--- config.mk ---
export PLATFORM = sky130hd
export DESIGN_NAME = jtframe_rom_arb
export DESIGN_NICKNAME = d
export VERILOG_FILES = /design/src/rtl/jtframe_rom_arb_pkg.sv /design/src/rtl/jtframe_rom_arb_slot.sv /design/src/rtl/jtframe_rom_arb.sv
export SDC_FILE = /design/constraint.sdc
export NUM_CORES = 1
export LEC_CHECK = 0
export BUFFER_PORTS_ARGS = -buffer_cell sky130_fd_sc_hd__clkbuf_2
export CELL_PAD_IN_SITES_DETAIL_PLACEMENT = 2
export CELL_PAD_IN_SITES_GLOBAL_PLACEMENT = 2
export CORE_MARGIN = 5
export CORE_UTILIZATION = 37
export CTS_BUF_LIST = sky130_fd_sc_hd__clkbuf_2 sky130_fd_sc_hd__clkbuf_4 sky130_fd_sc_hd__clkbuf_8
export DETAILED_ROUTE_END_ITERATION = 6
export PLACE_DENSITY_LB_ADDON = 0.1
export SYNTH_ARGS = -nofsm -noshare
export SYNTH_HDL_FRONTEND = slang
export SYNTH_SLANG_ARGS = --single-unit
--- constraint.sdc ---
create_clock -name clk -period 9.65 [get_ports clk]
set_input_delay 1.4475 -clock clk [delete_from_list [all_inputs] [get_ports clk]]
set_output_delay 1.4475 -clock clk [all_outputs]
set_load 0.01 [all_outputs]
--- src/rtl/jtframe_rom_arb_pkg.sv ---
// jtframe_rom_arb_pkg: shared FSM type, default ROM widths and round-robin search
package jtframe_rom_arb_pkg;
    localparam int ROM_AW = 22;
    localparam int ROM_DW = 32;

    typedef enum logic [1:0] {IDLE, WAIT_ACK, WAIT_DATA} state_t;

    typedef struct packed {
        logic       found;
        logic [2:0] idx;
    } grant_t;

    // first set bit of pend strictly after last, wrapping at n (n <= 8)
    function automatic grant_t rr_grant(input logic [7:0] pend, input logic [2:0] last,
                                        input int unsigned n);
        grant_t      g;
        int unsigned k;
        g = '0;
        for (int unsigned j = 1; j <= 8; j++) begin
            k = (32'(last) + j) % n;
            if (j <= n && !g.found && pend[k[2:0]]) begin
                g.found = 1'b1;
                g.idx   = k[2:0];
            end
        end
        return g;
    endfunction
endpackage

--- src/rtl/jtframe_rom_arb_slot.sv ---
// jtframe_rom_arb_slot: one-entry read cache and hit compare for a single requester
module jtframe_rom_arb_slot
    import jtframe_rom_arb_pkg::*;
#(
    parameter int AW = ROM_AW,
    parameter int DW = ROM_DW
) (
    input  logic          clk,
    input  logic          rst,
    input  logic          downloading,
    input  logic          cs,
    input  logic [AW-1:0] addr,
    input  logic          wr,
    input  logic [AW-1:0] wr_addr,
    input  logic [DW-1:0] wr_data,
    output logic          ok,
    output logic          pend,
    output logic [DW-1:0] dout
);
    logic          valid_q, valid_d;
    logic [AW-1:0] addr_q, addr_d;
    logic [DW-1:0] data_q, data_d;

    always_comb begin
        valid_d = downloading ? 1'b0 : (wr | valid_q);
        addr_d  = wr ? wr_addr : addr_q;
        data_d  = wr ? wr_data : data_q;
    end

    always_ff @(posedge clk or posedge rst) begin
        if (rst) begin
            valid_q <= 1'b0;
            addr_q  <= '0;
            data_q  <= '0;
        end else begin
            valid_q <= valid_d;
            addr_q  <= addr_d;
            data_q  <= data_d;
        end
    end

    assign ok   = cs & valid_q & (addr_q == addr) & ~downloading;
    assign pend = cs & ~ok;
    assign dout = data_q;
endmodule

--- src/rtl/jtframe_rom_arb.sv ---
// jtframe_rom_arb: round-robin sharing of one SDRAM read port among N cached ROM slots
module jtframe_rom_arb
    import jtframe_rom_arb_pkg::*;
#(
    parameter int N  = 4,
    parameter int AW = ROM_AW,
    parameter int DW = ROM_DW
) (
    input  logic            clk,
    input  logic            rst,
    input  logic            downloading,
    input  logic [N-1:0]    slot_cs,
    input  logic [N*AW-1:0] slot_addr,
    output logic [N-1:0]    slot_ok,
    output logic [N*DW-1:0] slot_dout,
    output logic            sdram_req,
    output logic [AW-1:0]   sdram_addr,
    input  logic            sdram_ack,
    input  logic [DW-1:0]   data_read,
    input  logic            data_rdy,
    output logic            refresh_en
);
    state_t        state_q, state_d;
    logic [2:0]    gnt_q, gnt_d, last_q, last_d;
    logic          req_q, req_d;
    logic [AW-1:0] addr_q, addr_d, sel_addr;
    logic [N-1:0]  pend, wr;
    logic          done;
    grant_t        nxt;

    for (genvar i = 0; i < N; i++) begin : g_slot
        // a download discards in-flight data so stale ROM is never cached
        assign wr[i] = done & ~downloading & (gnt_q == 3'(i));
        jtframe_rom_arb_slot #(.AW(AW), .DW(DW)) u_slot (
            .clk         (clk),
            .rst         (rst),
            .downloading (downloading),
            .cs          (slot_cs[i]),
            .addr        (slot_addr[i*AW +: AW]),
            .wr          (wr[i]),
            .wr_addr     (addr_q),
            .wr_data     (data_read),
            .ok          (slot_ok[i]),
            .pend        (pend[i]),
            .dout        (slot_dout[i*DW +: DW])
        );
    end

    always_comb begin
        nxt      = rr_grant(8'(pend), last_q, N);
        sel_addr = '0;
        for (int i = 0; i < N; i++)
            if (nxt.idx == 3'(i)) sel_addr = slot_addr[i*AW +: AW];
        state_d = state_q;
        gnt_d   = gnt_q;
        last_d  = last_q;
        req_d   = req_q;
        addr_d  = addr_q;
        done    = 1'b0;
        case (state_q)
            IDLE: if (nxt.found && !downloading) begin
                gnt_d   = nxt.idx;
                last_d  = nxt.idx;
                addr_d  = sel_addr;
                req_d   = 1'b1;
                state_d = WAIT_ACK;
            end
            WAIT_ACK: if (sdram_ack) begin
                req_d   = 1'b0;
                done    = data_rdy;
                state_d = data_rdy ? IDLE : WAIT_DATA;
            end
            WAIT_DATA: if (data_rdy) begin
                done    = 1'b1;
                state_d = IDLE;
            end
            default: state_d = IDLE;
        endcase
    end

    always_ff @(posedge clk or posedge rst) begin
        if (rst) begin
            state_q <= IDLE;
            gnt_q   <= '0;
            last_q  <= 3'(N-1);
            req_q   <= 1'b0;
            addr_q  <= '0;
        end else begin
            state_q <= state_d;
            gnt_q   <= gnt_d;
            last_q  <= last_d;
            req_q   <= req_d;
            addr_q  <= addr_d;
        end
    end

    assign sdram_req  = req_q;
    assign sdram_addr = addr_q;
    assign refresh_en = (state_q == IDLE) & (~|pend | downloading);
endmodule

### Word-level counts from Yosys, hierarchy flattened

Cells that the tools add are included.

* bits of input ports: 129
* output and inout port bits: 156
* word-level logic and storage cells: 120
* flip-flop bits (word level): 250

* equality and inequality tests: 15
* $lt $le $gt $ge: 4
* reductions and logical operators: 17
* bitwise logic cells: 32
* mux-type cells: 31
* add/subtract/negate cells: 4

Operators by type and width (number)
* 22-bit equality test: 4
* 22-bit 2-to-1 mux: 4
* 1-bit bitwise AND: 22
* 2-bit by 4-bit less-than comparator with 1-bit output (second input constant): 4
* 4-bit 2-to-1 mux: 4
* 3-bit by 2-bit equality test with 1-bit output (second input constant): 4
* 1-bit 2-to-1 mux: 12
* 1-bit binary-select mux with 2-bit select: 4
* 2-bit 2-to-1 mux: 4
* 3-bit by 1-bit equality test with 1-bit output (second input constant): 2
* 3-bit logical NOT: 2
* 2-bit != test (second input constant): 3
* 2-bit case mux with 3 select lines: 1
* 3-bit AND reduction: 2
* 1-bit logical NOT: 5
* 1-bit NOT: 5
* 1-bit bitwise OR: 5
* 2-bit by 1-bit adder with 2-bit output (second input constant): 2
* 2-bit adder (second input constant): 2
* 1-bit logical AND: 4
* 1-bit case mux with 2 select lines: 2
* 4-bit OR reduction: 1
* 2-bit by 1-bit equality test with 1-bit output (second input constant): 1
* 2-bit equality test (second input constant): 1
* other kinds (3): 3

### Depth between registers and ports, before layout

Gate-level depths: netlist of run 1.

* depth after elaboration: 22
* depth in mapped cells: 11

### Cells and area by module

Synthesis of run 1 repeated with hierarchy kept, for this count alone.

* cells, all modules: 788
* area, all modules: 11089.4 sq um

By module, submodules not included
* jtframe_rom_arb_slot: cells an instance 151, times used 4, area each 2282.2 sq um
* jtframe_rom_arb: cells an instance 184, times used 1, area each 1960.6 sq um

### Least setup slack after synthesis of run 1

OpenSTA, ideal clock, no wires.

* path type: input-to-output
* start point: in slot_addr[49]
* end point: out refresh_en
* data required time: 8.203 ns
* arrival time: 3.124 ns
* slack: 5.079 ns
* path buffers: 1
* stages on the path: 7
* cells stage by stage: xnor2_1 -> nand4_1 -> or4_4 -> o21ai_2 -> a41oi_2 -> clkbuf_1 -> nor2_1

* word-level cells in the longest chain between the ends: 9

Ends and longest elaborated chain
* start: declaration: line jtframe_rom_arb.sv:13 `input logic [N*AW-1:0] slot_addr,`
* 22-bit equality test: line jtframe_rom_arb_slot.sv:42 `assign ok = cs & valid_q & (addr_q == addr) & ~downloading;`
* 1-bit bitwise AND (2 in a row): line jtframe_rom_arb_slot.sv:42
* 1-bit NOT: line jtframe_rom_arb_slot.sv:43 `assign pend = cs & ~ok;`
* 1-bit bitwise AND: line jtframe_rom_arb_slot.sv:43
* 4-bit OR reduction: line jtframe_rom_arb.sv:99 `assign refresh_en = (state_q == IDLE) & (~|pend | downloading);`
* 1-bit logical NOT: line jtframe_rom_arb.sv:99
* 1-bit bitwise OR: line jtframe_rom_arb.sv:99
* 1-bit bitwise AND: line jtframe_rom_arb.sv:99
* end: declaration: line jtframe_rom_arb.sv:21 `output logic refresh_en`

Every way passes these cells.

### Worst setup path in the final report of run 1

* start point: in slot_addr[63]
* end point: out refresh_en

The elaborated chain is that of the path after synthesis.

==> results of run 1 <==
==> flip-flops by register name (all words and copies together), names as in the netlist <==
name,cells
sdram_req,1
g_slot.u_slot.valid_q,4
g_slot.u_slot.dout,128
gnt_q,2
last_q,2
g_slot.u_slot.addr_q,88
sdram_addr,22
state_q,2
==> logic make-up (layout without fill, tap and decap cells) <==
kind of cell / Yosys count / in the layout / share of synthesized area
muxes: 239 / 239 / 0.233
buffers and inverters: 63 / 386 / 0.0299
DFF: 249 / 249 / 0.547
AOI/OAI and AO/OA: 115 / 115 / 0.0838
and+or+nand+nor: 71 / 71 / 0.0354
adders and majority gates: 3 / 3 / 0.00329
xor gates and xnor gates: 88 / 88 / 0.0676
==> cell usage in the layout (no fill, tap or decap), types with 13 or more instances in the layout <==
cell type,Yosys,layout
clkbuf_8,2,56
a211oi_1,22,22
o2111a_1,22,22
nand4_1,13,13
a2111oi_0,17,17
dfrtp_1,247,247
xnor2_1,31,31
mux2_2,216,216
mux2i_1,23,23
a21oi_1,26,26
nor4_1,13,13
xor2_1,57,57
clkbuf_2,0,284
==> worst reg2reg max path, delay by kind of cell (launching register included) <==
family	cells	cell delay, ns
AO/OA/AOI/OAI	4	1.64
AND/OR/NAND/NOR	3	1.61
flip-flops	1	0.40
XOR/XNOR	1	0.37
==> power by group <==
group | switching [mW] | total (mW) | internal, mW
Combinational | 0.778 | 1.44 | 0.663
Sequential | 0.336 | 1.80 | 1.46
Clock | 0.456 | 1.05 | 0.595
==> path summary, 6_finish.rpt <==
path	to	slack, ns	depth (start not counted)
worst max-delay path	refresh_en	4.27	9
worst min-delay path	g_slot[2].u_slot.valid_q	0.50	2
worst max register to register	sdram_addr[0]	5.45	8
worst min register to register	g_slot[2].u_slot.valid_q	0.50	2
max in group asynchronous	sdram_addr[19]	7.04	3
min in group asynchronous	g_slot[2].u_slot.dout[22]	1.05	2
==> routing by layer <==
layer  vias up  share of wire  wire [microns]  global-route usage
li1       3634              -               -                   -
met1      4222           0.41           16000               0.283
met2       255           0.49           18800               0.369
met3        50          0.074            2880              0.0664
met4         4          0.025             983              0.0647
met5         -        0.00049              19                   0
==> through the flow <==
step | std cells | cell area (sq um) | hold slack, ns | util | setup WS [ns]
after floorplan | 828 | 11400 | 0.458 | - | 1.36
after global placement | 1468 | 13200 | 0.479 | 0.431 | 4.35
after detailed placement | 1468 | 13200 | 0.491 | 0.431 | 4.32
after CTS | 1547 | 14100 | 0.504 | 0.462 | 4.30
after global routing | 1547 | 14100 | 0.511 | 0.462 | 4.13
final | 1547 | 14100 | 0.503 | 0.462 | 4.27
==> area by class of cell <==
| class | instances | area share |
|---|---|---|
| clock inverter | 12 | 0.00692 |
| multi-input combinational | 516 | 0.345 |
| inverter | 11 | 0.00346 |
| tap | 396 | 0.0351 |
| clock buffer | 67 | 0.0605 |
| timing repair buffer | 296 | 0.107 |
| sequential | 249 | 0.442 |
==> flow_results.xml, run 1 <==
<?xml version="1.0" encoding="UTF-8"?>
<metrics>
  <group name="synth">
    <metric name="seq_area_frac_synth" unit="">0.547</metric>
    <metric name="post_synth_num_cell_types" unit="">51</metric>
    <metric name="post-synth-top-area-fraction" unit="">0.542</metric>
    <metric name="synth_ff_type" unit="">dfrtp_1</metric>
    <metric name="ys.warnings.count" unit="">0</metric>
    <metric name="netlist_area" unit="sq um">11400</metric>
    <metric name="number_of_cells_produced_by_synthesis" unit="">828</metric>
    <metric name="synth_top_cell_by_area" unit="">dfrtp_1</metric>
    <metric name="synth_nets" unit="">960</metric>
    <metric name="flip_flop_and_latch_count_after_synthesis" unit="">249</metric>
    <metric name="synth_enable_flop_cells" unit="">0</metric>
    <metric name="postSynth.asyncResetShare" unit="">1.00</metric>
    <metric name="synth.most_common_cell" unit="">dfrtp_1</metric>
    <metric name="syn-mean-instance-area" unit="sq um">13.8</metric>
    <metric name="synth.cells.most_frequent" unit="">247 x dfrtp_1, 216 x mux2_2, 57 x xor2_1, 31 x clkbuf_1, 31 x xnor2_1</metric>
    <metric name="yosys-top-cells-area" unit="">dfrtp_1 54%, mux2_2 21%, xor2_1 4.4%</metric>
  </group>
  <group name="critical_path">
    <metric name="critical_path_buf_inv_count" unit="">3</metric>
    <metric name="cp_cell_sequence" unit="">clkbuf_2, xnor2_1, nand4_1, or4_4, o21ai_2, a41oi_2, buf_4, nor2_1, clkbuf_2</metric>
    <metric name="cpMostUsedCell" unit="">clkbuf_2</metric>
    <metric name="slowest_stage_delay_cp" unit="ns">0.55</metric>
    <metric name="setup.worst_path.start_class" unit="">input pin</metric>
    <metric name="critPathArrivalTime" unit="ns">3.93</metric>
    <metric name="timing.critical_path.max_delay_family" unit="">simple AND/OR/NAND/NOR gates</metric>
    <metric name="timing.setup.critical_path_class" unit="">input pin to output pin</metric>
    <metric name="rr_startpoint" unit="">g_slot[2].u_slot.addr_q[19]</metric>
    <metric name="timing.critical_path.required" unit="ns">8.20</metric>
    <metric name="cp_capture_type" unit="">output pin</metric>
    <metric name="worst-path-max-fanout" unit="">14</metric>
    <metric name="crit_start" unit="">slot_addr[63]</metric>
    <metric name="crit_path_top_delay_cell" unit="">or4_4</metric>
  </group>
  <group name="clock_network">
    <metric name="clock_tree.htree_level_count" unit="">2</metric>
    <metric name="cts_buffer_depth" unit="">3</metric>
    <metric name="cts.hold.buffers_added" unit="">0</metric>
    <metric name="cts.reportedPaths.clkPinSlew" unit="ns">0.06</metric>
    <metric name="tritoncts.num_buffers" unit="">45</metric>
    <metric name="cts_setup_buffers" unit="">0</metric>
    <metric name="cts_tree" unit="">done</metric>
    <metric name="cts.repair.resized" unit="">0</metric>
    <metric name="root_buffer_master" unit="">clkbuf_8</metric>
    <metric name="clock-sinks" unit="">249</metric>
    <metric name="worstSkewPairLatency" unit="ns">0.55</metric>
  </group>
  <group name="routing">
    <metric name="detail_route.iter0.violations" unit="">355</metric>
    <metric name="antenna_violating_nets_post_route" unit="">0</metric>
    <metric name="drt-pass1-iter-count" unit="">4</metric>
    <metric name="vias" unit="">8165</metric>
    <metric name="drcViolationCount" unit="">0</metric>
    <metric name="drt-total-wl" unit="microns">38600</metric>
    <metric name="drt-wirelength-per-cell" unit="microns">25.0</metric>
    <metric name="post_drt_via_cell_ratio" unit="">5.28</metric>
  </group>
  <group name="power">
    <metric name="cell_area_power_density" unit="nW/um^2">304</metric>
    <metric name="leakagePower" unit="nW">6.96</metric>
    <metric name="total_power" unit="mW">4.29</metric>
    <metric name="ir_worst_vdd" unit="V">0.000152</metric>
  </group>
  <group name="timing">
    <metric name="relSlewSlack" unit="">0.219</metric>
    <metric name="setup-violations-final" unit="">0</metric>
    <metric name="report.final.slew_viol_count" unit="">0</metric>
    <metric name="final.setup.tns" unit="ns">0</metric>
    <metric name="max_freq" unit="MHz">186</metric>
    <metric name="final_min_period_over_clock_period" unit="">0.558</metric>
    <metric name="rsz_0062_raised_after_global_routing" unit="">no</metric>
    <metric name="timing.final.hold_violations" unit="">0</metric>
    <metric name="worst_slew_pin_slew" unit="ns">1.17</metric>
    <metric name="final_period_minus_worst_setup_slack" unit="ns">5.38</metric>
    <metric name="finClkSkew" unit="ns">0.0221</metric>
  </group>
  <group name="global_routing">
    <metric name="grtUsageTotal" unit="">0.222</metric>
    <metric name="number_of_global_route_vias_before_repair" unit="">9379</metric>
    <metric name="grt_pass1_wl" unit="microns">58600</metric>
    <metric name="gr-total-overflow" unit="">0</metric>
    <metric name="grt_antenna_before_repair" unit="">2</metric>
    <metric name="grt_start_max_net_pins" unit="">109</metric>
  </group>
  <group name="finish">
    <metric name="fill_cells" unit="">3125</metric>
    <metric name="seqCellArea" unit="sq um">6230</metric>
    <metric name="fraction_of_layout_cells_with_a_size_suffix_above_1" unit="">0.533</metric>
    <metric name="multiInputGateArea" unit="sq um">4870</metric>
    <metric name="num_antenna_cells" unit="">0</metric>
    <metric name="flow.area_growth_from_synthesis" unit="%">23.7</metric>
    <metric name="finalNetCount" unit="">1251</metric>
  </group>
  <group name="placed_design">
    <metric name="port_buffers" unit="">284</metric>
    <metric name="dp.final_hpwl" unit="microns">28000</metric>
    <metric name="gp_routability_congestion" unit="">0.795</metric>
  </group>
  <group name="floorplanning">
    <metric name="die_area" unit="sq um">34400</metric>
    <metric name="io_pins" unit="">285</metric>
    <metric name="core_area" unit="sq um">30500</metric>
    <metric name="die-height" unit="microns">186</metric>
    <metric name="effective_utilization_at_floorplan" unit="">0.374</metric>
    <metric name="num_rows" unit="">64</metric>
    <metric name="die-width" unit="microns">186</metric>
  </group>
  <group name="hold_path">
    <metric name="worst_min_path_class" unit="">flop to flop</metric>
    <metric name="hold_start" unit="">g_slot[2].u_slot.valid_q</metric>
  </group>
  <group name="flow_run">
    <metric name="max_cap_viol_count" unit="">0</metric>
  </group>
  <group name="run_status">
    <metric name="status" unit="">finished, final reports clean</metric>
  </group>
</metrics>
No activity file was read; power rests on OpenSTA's default activity.
==> inputs of run 2 (changes only) <==
--- a/config.mk
+++ b/config.mk
@@ -9,7 +9,7 @@
 export CELL_PAD_IN_SITES_DETAIL_PLACEMENT = 2
 export CELL_PAD_IN_SITES_GLOBAL_PLACEMENT = 2
 export CORE_MARGIN = 5
-export CORE_UTILIZATION = 37
+export CORE_UTILIZATION = 33
 export CTS_BUF_LIST = sky130_fd_sc_hd__clkbuf_2 sky130_fd_sc_hd__clkbuf_4 sky130_fd_sc_hd__clkbuf_8
 export DETAILED_ROUTE_END_ITERATION = 6
 export PLACE_DENSITY_LB_ADDON = 0.1
==> constraint.sdc (replaced) <==
create_clock -name clk -period 4.4 [get_ports clk]
set_input_delay 0.66 -clock clk [delete_from_list [all_inputs] [get_ports clk]]
set_output_delay 0.66 -clock clk [all_outputs]
set_load 0.01 [all_outputs]
==> flow_results.xml, run 2 (synthesis results as in run 1) <==
<?xml version="1.0" encoding="UTF-8"?>
<metrics>
  <group name="critical_path">
    <metric name="setup.worst_path.start_class" unit="">flop</metric>
    <metric name="rr_worst_depth" unit="">9</metric>
    <metric name="timing.critical_path.required" unit="ns">3.74</metric>
    <metric name="timing.setup.critical_path_class" unit="">flop to output pin</metric>
    <metric name="cp_capture_type" unit="">output pin</metric>
    <metric name="slowest_stage_delay_cp" unit="ns">0.55</metric>
    <metric name="crit_path_top_delay_cell" unit="">nor4_1</metric>
    <metric name="worst-path-max-fanout" unit="">25</metric>
    <metric name="cp_cell_sequence" unit="">xor2_1, nor4_1, nand4_1, o31ai_1, a41oi_2, buf_4, nor2_1, clkbuf_2</metric>
    <metric name="critPathArrivalTime" unit="ns">3.18</metric>
  </group>
  <group name="global_routing">
    <metric name="grt_antenna_before_repair" unit="">4</metric>
    <metric name="grt_pass1_wl" unit="microns">59600</metric>
    <metric name="gr-total-overflow" unit="">0</metric>
    <metric name="grt_start_max_net_pins" unit="">88</metric>
    <metric name="grtUsageTotal" unit="">0.202</metric>
    <metric name="number_of_global_route_vias_before_repair" unit="">9344</metric>
  </group>
  <group name="timing">
    <metric name="timing.final.hold_violations" unit="">0</metric>
    <metric name="final_min_period_over_clock_period" unit="">0.872</metric>
    <metric name="max_freq" unit="MHz">261</metric>
    <metric name="final_period_minus_worst_setup_slack" unit="ns">3.84</metric>
    <metric name="worst_slew_pin_slew" unit="ns">0.863</metric>
    <metric name="hold_ws" unit="ns">0.182</metric>
    <metric name="report.final.slew_viol_count" unit="">0</metric>
    <metric name="setup-violations-final" unit="">0</metric>
    <metric name="finClkSkew" unit="ns">0.0351</metric>
    <metric name="rsz_0062_raised_after_global_routing" unit="">no</metric>
    <metric name="final.setup.tns" unit="ns">0</metric>
    <metric name="relSlewSlack" unit="">0.410</metric>
    <metric name="setup_slack" unit="ns">0.562</metric>
  </group>
  <group name="routing">
    <metric name="drt-wirelength-per-cell" unit="microns">24.2</metric>
    <metric name="drcViolationCount" unit="">0</metric>
    <metric name="post_drt_via_cell_ratio" unit="">5.00</metric>
    <metric name="vias" unit="">8132</metric>
    <metric name="drt-total-wl" unit="microns">39300</metric>
    <metric name="antenna_violating_nets_post_route" unit="">0</metric>
    <metric name="detail_route.iter0.violations" unit="">164</metric>
    <metric name="drt-pass1-iter-count" unit="">4</metric>
  </group>
  <group name="clock_network">
    <metric name="tritoncts.num_buffers" unit="">48</metric>
    <metric name="root_buffer_master" unit="">clkbuf_8</metric>
    <metric name="cts_setup_buffers" unit="">0</metric>
    <metric name="cts.hold.buffers_added" unit="">0</metric>
    <metric name="cts.repair.resized" unit="">0</metric>
    <metric name="cts_buffer_depth" unit="">3</metric>
    <metric name="cts_tree" unit="">done</metric>
    <metric name="worstSkewPairLatency" unit="ns">0.58</metric>
    <metric name="cts.reportedPaths.clkPinSlew" unit="ns">0.06</metric>
    <metric name="clock_tree.htree_level_count" unit="">2</metric>
    <metric name="clock-sinks" unit="">249</metric>
  </group>
  <group name="run_status">
    <metric name="status" unit="">finished, final reports clean</metric>
  </group>
  <group name="floorplanning">
    <metric name="num_rows" unit="">68</metric>
    <metric name="die_area" unit="sq um">38400</metric>
    <metric name="core_area" unit="sq um">34400</metric>
    <metric name="die-width" unit="microns">196</metric>
    <metric name="effective_utilization_at_floorplan" unit="">0.332</metric>
    <metric name="io_pins" unit="">285</metric>
    <metric name="die-height" unit="microns">196</metric>
  </group>
  <group name="placed_design">
    <metric name="detailedPlace.worstSlack" unit="ns">0.223</metric>
    <metric name="gp_routability_congestion" unit="">0.790</metric>
    <metric name="port_buffers" unit="">284</metric>
    <metric name="dp_cells" unit="">1546</metric>
    <metric name="dp.final_hpwl" unit="microns">29700</metric>
  </group>
  <group name="flow_run">
    <metric name="max_cap_viol_count" unit="">0</metric>
  </group>
  <group name="finish">
    <metric name="flow.area_growth_from_synthesis" unit="%">26.3</metric>
    <metric name="largest_register_ff_count" unit="">128</metric>
    <metric name="num_antenna_cells" unit="">0</metric>
    <metric name="fraction_of_layout_cells_with_a_size_suffix_above_1" unit="">0.541</metric>
    <metric name="final_common_cell" unit="">clkbuf_2</metric>
    <metric name="finalNetCount" unit="">1273</metric>
    <metric name="finalNonFillerCells" unit="">1626</metric>
    <metric name="most-common-layout-cells" unit="">284 x clkbuf_2, 247 x dfrtp_1, 216 x mux2_2</metric>
  </group>
  <group name="power">
    <metric name="leakagePower" unit="nW">7.09</metric>
    <metric name="total_power" unit="mW">9.53</metric>
    <metric name="cell_area_power_density" unit="nW/um^2">661</metric>
    <metric name="ir_worst_vdd" unit="V">0.000286</metric>
  </group>
  <group name="hold_path">
    <metric name="worst_min_path_class" unit="">input pin to async pin</metric>
  </group>
</metrics>
## run 2: layer usage
metal	up-vias	GRT usage	routed length [microns]
met5	-	0	46
met4	6	0.0406	589
met3	41	0.0728	3020
met2	219	0.340	19100
met1	4185	0.251	16600
li1	3681	-	-
## run 2: layout make-up
cell class	instances	area, sq um
Fill cell	3563	20000
Sequential cell	249	6230
Multi-Input combinational cell	516	4870
Timing Repair Buffer	315	1690
Clock buffer	77	953
Tap cell	455	569
Clock inverter	3	52.6
Inverter	11	45.0
## run 2: worst max-delay path, delay by kind of cell (launching register included)
kind	cells	cell delay (ns)
AO/OA/AOI/OAI	2	0.69
XOR/XNOR	1	0.18
buffers and inverters	2	0.42
flip-flops	1	0.40
AND/OR/NAND/NOR	3	0.93
## run 2: through the flow
step / utilization / cell area, sq um
after floorplan: - / 11400
final: 0.419 / 14400
after CTS: 0.419 / 14400
after global placement: 0.390 / 13400
after global routing: 0.419 / 14400
after detailed placement: 0.390 / 13400
## run 2: final timing paths
path,slack [ns],from,endpoint
max,0.56,g_slot[0].u_slot.addr_q[9],refresh_en
min,0.18,rst,g_slot[3].u_slot.dout[6]
max reg2reg,0.61,g_slot[0].u_slot.addr_q[9],sdram_addr[9]
min reg2reg,0.50,g_slot[3].u_slot.dout[16],g_slot[3].u_slot.dout[16]
max in group asynchronous,3.25,rst,g_slot[0].u_slot.dout[22]
min in group clk,0.36,data_read[12],g_slot[2].u_slot.dout[12]
## run 2: power breakdown
part | switching, mW | leakage (nW) | total, mW | internal, mW
Clock | 1.01 | 0.536 | 2.43 | 1.42
Combinational | 1.65 | 3.31 | 3.15 | 1.51
Sequential | 0.738 | 3.24 | 3.95 | 3.21
==> inputs of run 3 (changes only) <==
--- a/config.mk
+++ b/config.mk
@@ -6,13 +6,11 @@
 export NUM_CORES = 1
 export LEC_CHECK = 0
 export BUFFER_PORTS_ARGS = -buffer_cell sky130_fd_sc_hd__clkbuf_2
-export CELL_PAD_IN_SITES_DETAIL_PLACEMENT = 2
-export CELL_PAD_IN_SITES_GLOBAL_PLACEMENT = 2
 export CORE_MARGIN = 5
-export CORE_UTILIZATION = 33
+export CORE_UTILIZATION = 50
 export CTS_BUF_LIST = sky130_fd_sc_hd__clkbuf_2 sky130_fd_sc_hd__clkbuf_4 sky130_fd_sc_hd__clkbuf_8
 export DETAILED_ROUTE_END_ITERATION = 6
-export PLACE_DENSITY_LB_ADDON = 0.1
+export PLACE_DENSITY = 0.79
 export SYNTH_ARGS = -nofsm -noshare
 export SYNTH_HDL_FRONTEND = slang
 export SYNTH_SLANG_ARGS = --single-unit
==> flow_results.xml, run 3 (synthesis results as in run 1) <==
<?xml version="1.0" encoding="UTF-8"?>
<metrics>
  <group name="run_status">
    <metric name="status" unit="">finished, final reports clean</metric>
  </group>
  <group name="timing">
    <metric name="finClkSkew" unit="ns">0.0211</metric>
    <metric name="hold_ws" unit="ns">0.188</metric>
    <metric name="final_period_minus_worst_setup_slack" unit="ns">3.79</metric>
    <metric name="setup-violations-final" unit="">0</metric>
    <metric name="report.final.slew_viol_count" unit="">0</metric>
    <metric name="relSlewSlack" unit="">0.329</metric>
    <metric name="rsz_0062_raised_after_global_routing" unit="">no</metric>
    <metric name="final_min_period_over_clock_period" unit="">0.862</metric>
    <metric name="max_freq" unit="MHz">264</metric>
    <metric name="final.setup.tns" unit="ns">0</metric>
    <metric name="worst_slew_pin_slew" unit="ns">1.00</metric>
    <metric name="timing.final.hold_violations" unit="">0</metric>
  </group>
  <group name="placed_design">
    <metric name="port_buffers" unit="">284</metric>
    <metric name="gp_routability_congestion" unit="">0.962</metric>
    <metric name="dp.final_hpwl" unit="microns">23800</metric>
  </group>
  <group name="clock_network">
    <metric name="cts.hold.buffers_added" unit="">0</metric>
    <metric name="tritoncts.num_buffers" unit="">41</metric>
    <metric name="root_buffer_master" unit="">clkbuf_8</metric>
    <metric name="cts.reportedPaths.clkPinSlew" unit="ns">0.06</metric>
    <metric name="clock_tree.htree_level_count" unit="">2</metric>
    <metric name="cts_tree" unit="">done</metric>
    <metric name="cts_setup_buffers" unit="">0</metric>
    <metric name="cts.repair.resized" unit="">0</metric>
    <metric name="clock-sinks" unit="">249</metric>
    <metric name="cts_buffer_depth" unit="">3</metric>
    <metric name="worstSkewPairLatency" unit="ns">0.53</metric>
  </group>
  <group name="finish">
    <metric name="seqCellArea" unit="sq um">6230</metric>
    <metric name="largest_register_ff_count" unit="">128</metric>
    <metric name="fill_cells" unit="">1767</metric>
    <metric name="multiInputGateArea" unit="sq um">4850</metric>
    <metric name="flow.area_growth_from_synthesis" unit="%">22.4</metric>
    <metric name="fraction_of_layout_cells_with_a_size_suffix_above_1" unit="">0.529</metric>
    <metric name="most-common-layout-cells" unit="">284 x clkbuf_2, 247 x dfrtp_1, 216 x mux2_2</metric>
    <metric name="final_common_cell" unit="">clkbuf_2</metric>
    <metric name="finalNetCount" unit="">1253</metric>
    <metric name="num_antenna_cells" unit="">0</metric>
  </group>
  <group name="floorplanning">
    <metric name="die-height" unit="microns">161</metric>
    <metric name="num_rows" unit="">55</metric>
    <metric name="core_area" unit="sq um">22600</metric>
    <metric name="io_pins" unit="">285</metric>
    <metric name="die_area" unit="sq um">25900</metric>
    <metric name="effective_utilization_at_floorplan" unit="">0.505</metric>
    <metric name="die-width" unit="microns">161</metric>
  </group>
  <group name="critical_path">
    <metric name="cp_capture_type" unit="">output pin</metric>
    <metric name="timing.critical_path.required" unit="ns">3.74</metric>
    <metric name="worst-path-max-fanout" unit="">15</metric>
    <metric name="critPathArrivalTime" unit="ns">3.13</metric>
    <metric name="setup.worst_path.start_class" unit="">flop</metric>
    <metric name="timing.setup.critical_path_class" unit="">flop to output pin</metric>
  </group>
  <group name="routing">
    <metric name="routed_wire_length_on_met3" unit="microns">3080</metric>
    <metric name="drt-wirelength-per-cell" unit="microns">22.7</metric>
    <metric name="met1_length" unit="microns">12800</metric>
    <metric name="detail_route.iter0.violations" unit="">487</metric>
    <metric name="drcViolationCount" unit="">0</metric>
    <metric name="highest_layer" unit="">met4</metric>
    <metric name="drt-pass1-iter-count" unit="">7</metric>
    <metric name="drt-total-wl" unit="microns">32500</metric>
    <metric name="vias" unit="">8226</metric>
    <metric name="post_drt_via_cell_ratio" unit="">5.75</metric>
    <metric name="antenna_violating_nets_post_route" unit="">0</metric>
    <metric name="met2_wirelength" unit="microns">15500</metric>
  </group>
  <group name="power">
    <metric name="total_power" unit="mW">9.04</metric>
    <metric name="ir_worst_vdd" unit="V">0.000380</metric>
    <metric name="cell_area_power_density" unit="nW/um^2">648</metric>
    <metric name="leakagePower" unit="nW">6.94</metric>
  </group>
  <group name="flow_run">
    <metric name="max_cap_viol_count" unit="">0</metric>
  </group>
  <group name="global_routing">
    <metric name="gr-total-overflow" unit="">0</metric>
    <metric name="grt_pass1_wl" unit="microns">51000</metric>
    <metric name="grt_start_max_net_pins" unit="">115</metric>
    <metric name="grtUsageTotal" unit="">0.249</metric>
    <metric name="number_of_global_route_vias_before_repair" unit="">9005</metric>
    <metric name="grt_antenna_before_repair" unit="">0</metric>
  </group>
  <group name="hold_path">
    <metric name="worst_min_path_class" unit="">input pin to async pin</metric>
  </group>
</metrics>
-- run 3: changes by cell type in the layout (fill, tap and decap cells not counted), sizes merged --
cell / before / now
clkbuf: 361 / 348
buf: 31 / 18
bufinv: 1 / 0
inv: 12 / 10
clkinv: 0 / 4
-- run 3: path summary, 6_finish.rpt --
path / slack, ns / depth (start not counted) / end / start
max: 0.61 / 7 / refresh_en / g_slot[2].u_slot.addr_q[5]
min: 0.19 / 2 / g_slot[2].u_slot.dout[10] / rst
min in group clk: 0.42 / 2 / g_slot[3].u_slot.dout[2] / data_read[2]
min reg2reg: 0.50 / 1 / g_slot[3].u_slot.dout[3] / g_slot[3].u_slot.dout[3]
max in group asynchronous: 3.19 / 3 / g_slot[3].u_slot.addr_q[9] / rst
max reg2reg: 0.74 / 8 / sdram_addr[16] / g_slot[1].u_slot.addr_q[15]
-- run 3: worst max-delay path: stages, from the launching register on --
cell and delay, ns:
dfrtp_1 0.40, xnor2_1 0.32, nand4_1 0.15, or4_4 0.56, o21ai_2 0.27, a41oi_2 0.47
nor2_1 0.26, clkbuf_2 0.17
-- run 3: routing by layer --
layer	up-vias	GRT usage
met1	4115	0.306
met5	-	0
met3	71	0.0862
li1	3651	-
met2	389	0.410
met4	0	0.0934
-- run 3: power breakdown --
group	switching (mW)	internal [mW]	leakage (nW)
registers	0.717	3.21	3.24
logic	1.57	1.47	3.25
clock network	0.901	1.17	0.450
-- run 3: layout make-up --
type                       instances  share of cell area
multi-input combinational        516               0.348
timing repair buffer             302               0.117
clock buffer                      64              0.0586
sequential                       249               0.447
tap                              285              0.0255
clock inverter                     4             0.00143
inverter                          11             0.00323
-- run 3: stage by stage --
step                std cells  setup WS (ns)  instance area (sq um)  utilization
CTS                      1431          0.610                  14000        0.618
floorplan                 828          0.468                  11400            -
detailed placement       1363          0.382                  13100        0.581
global placement         1363          0.431                  13100        0.581
global route             1431          0.440                  14000        0.618
finish                   1431          0.605                  14000        0.618
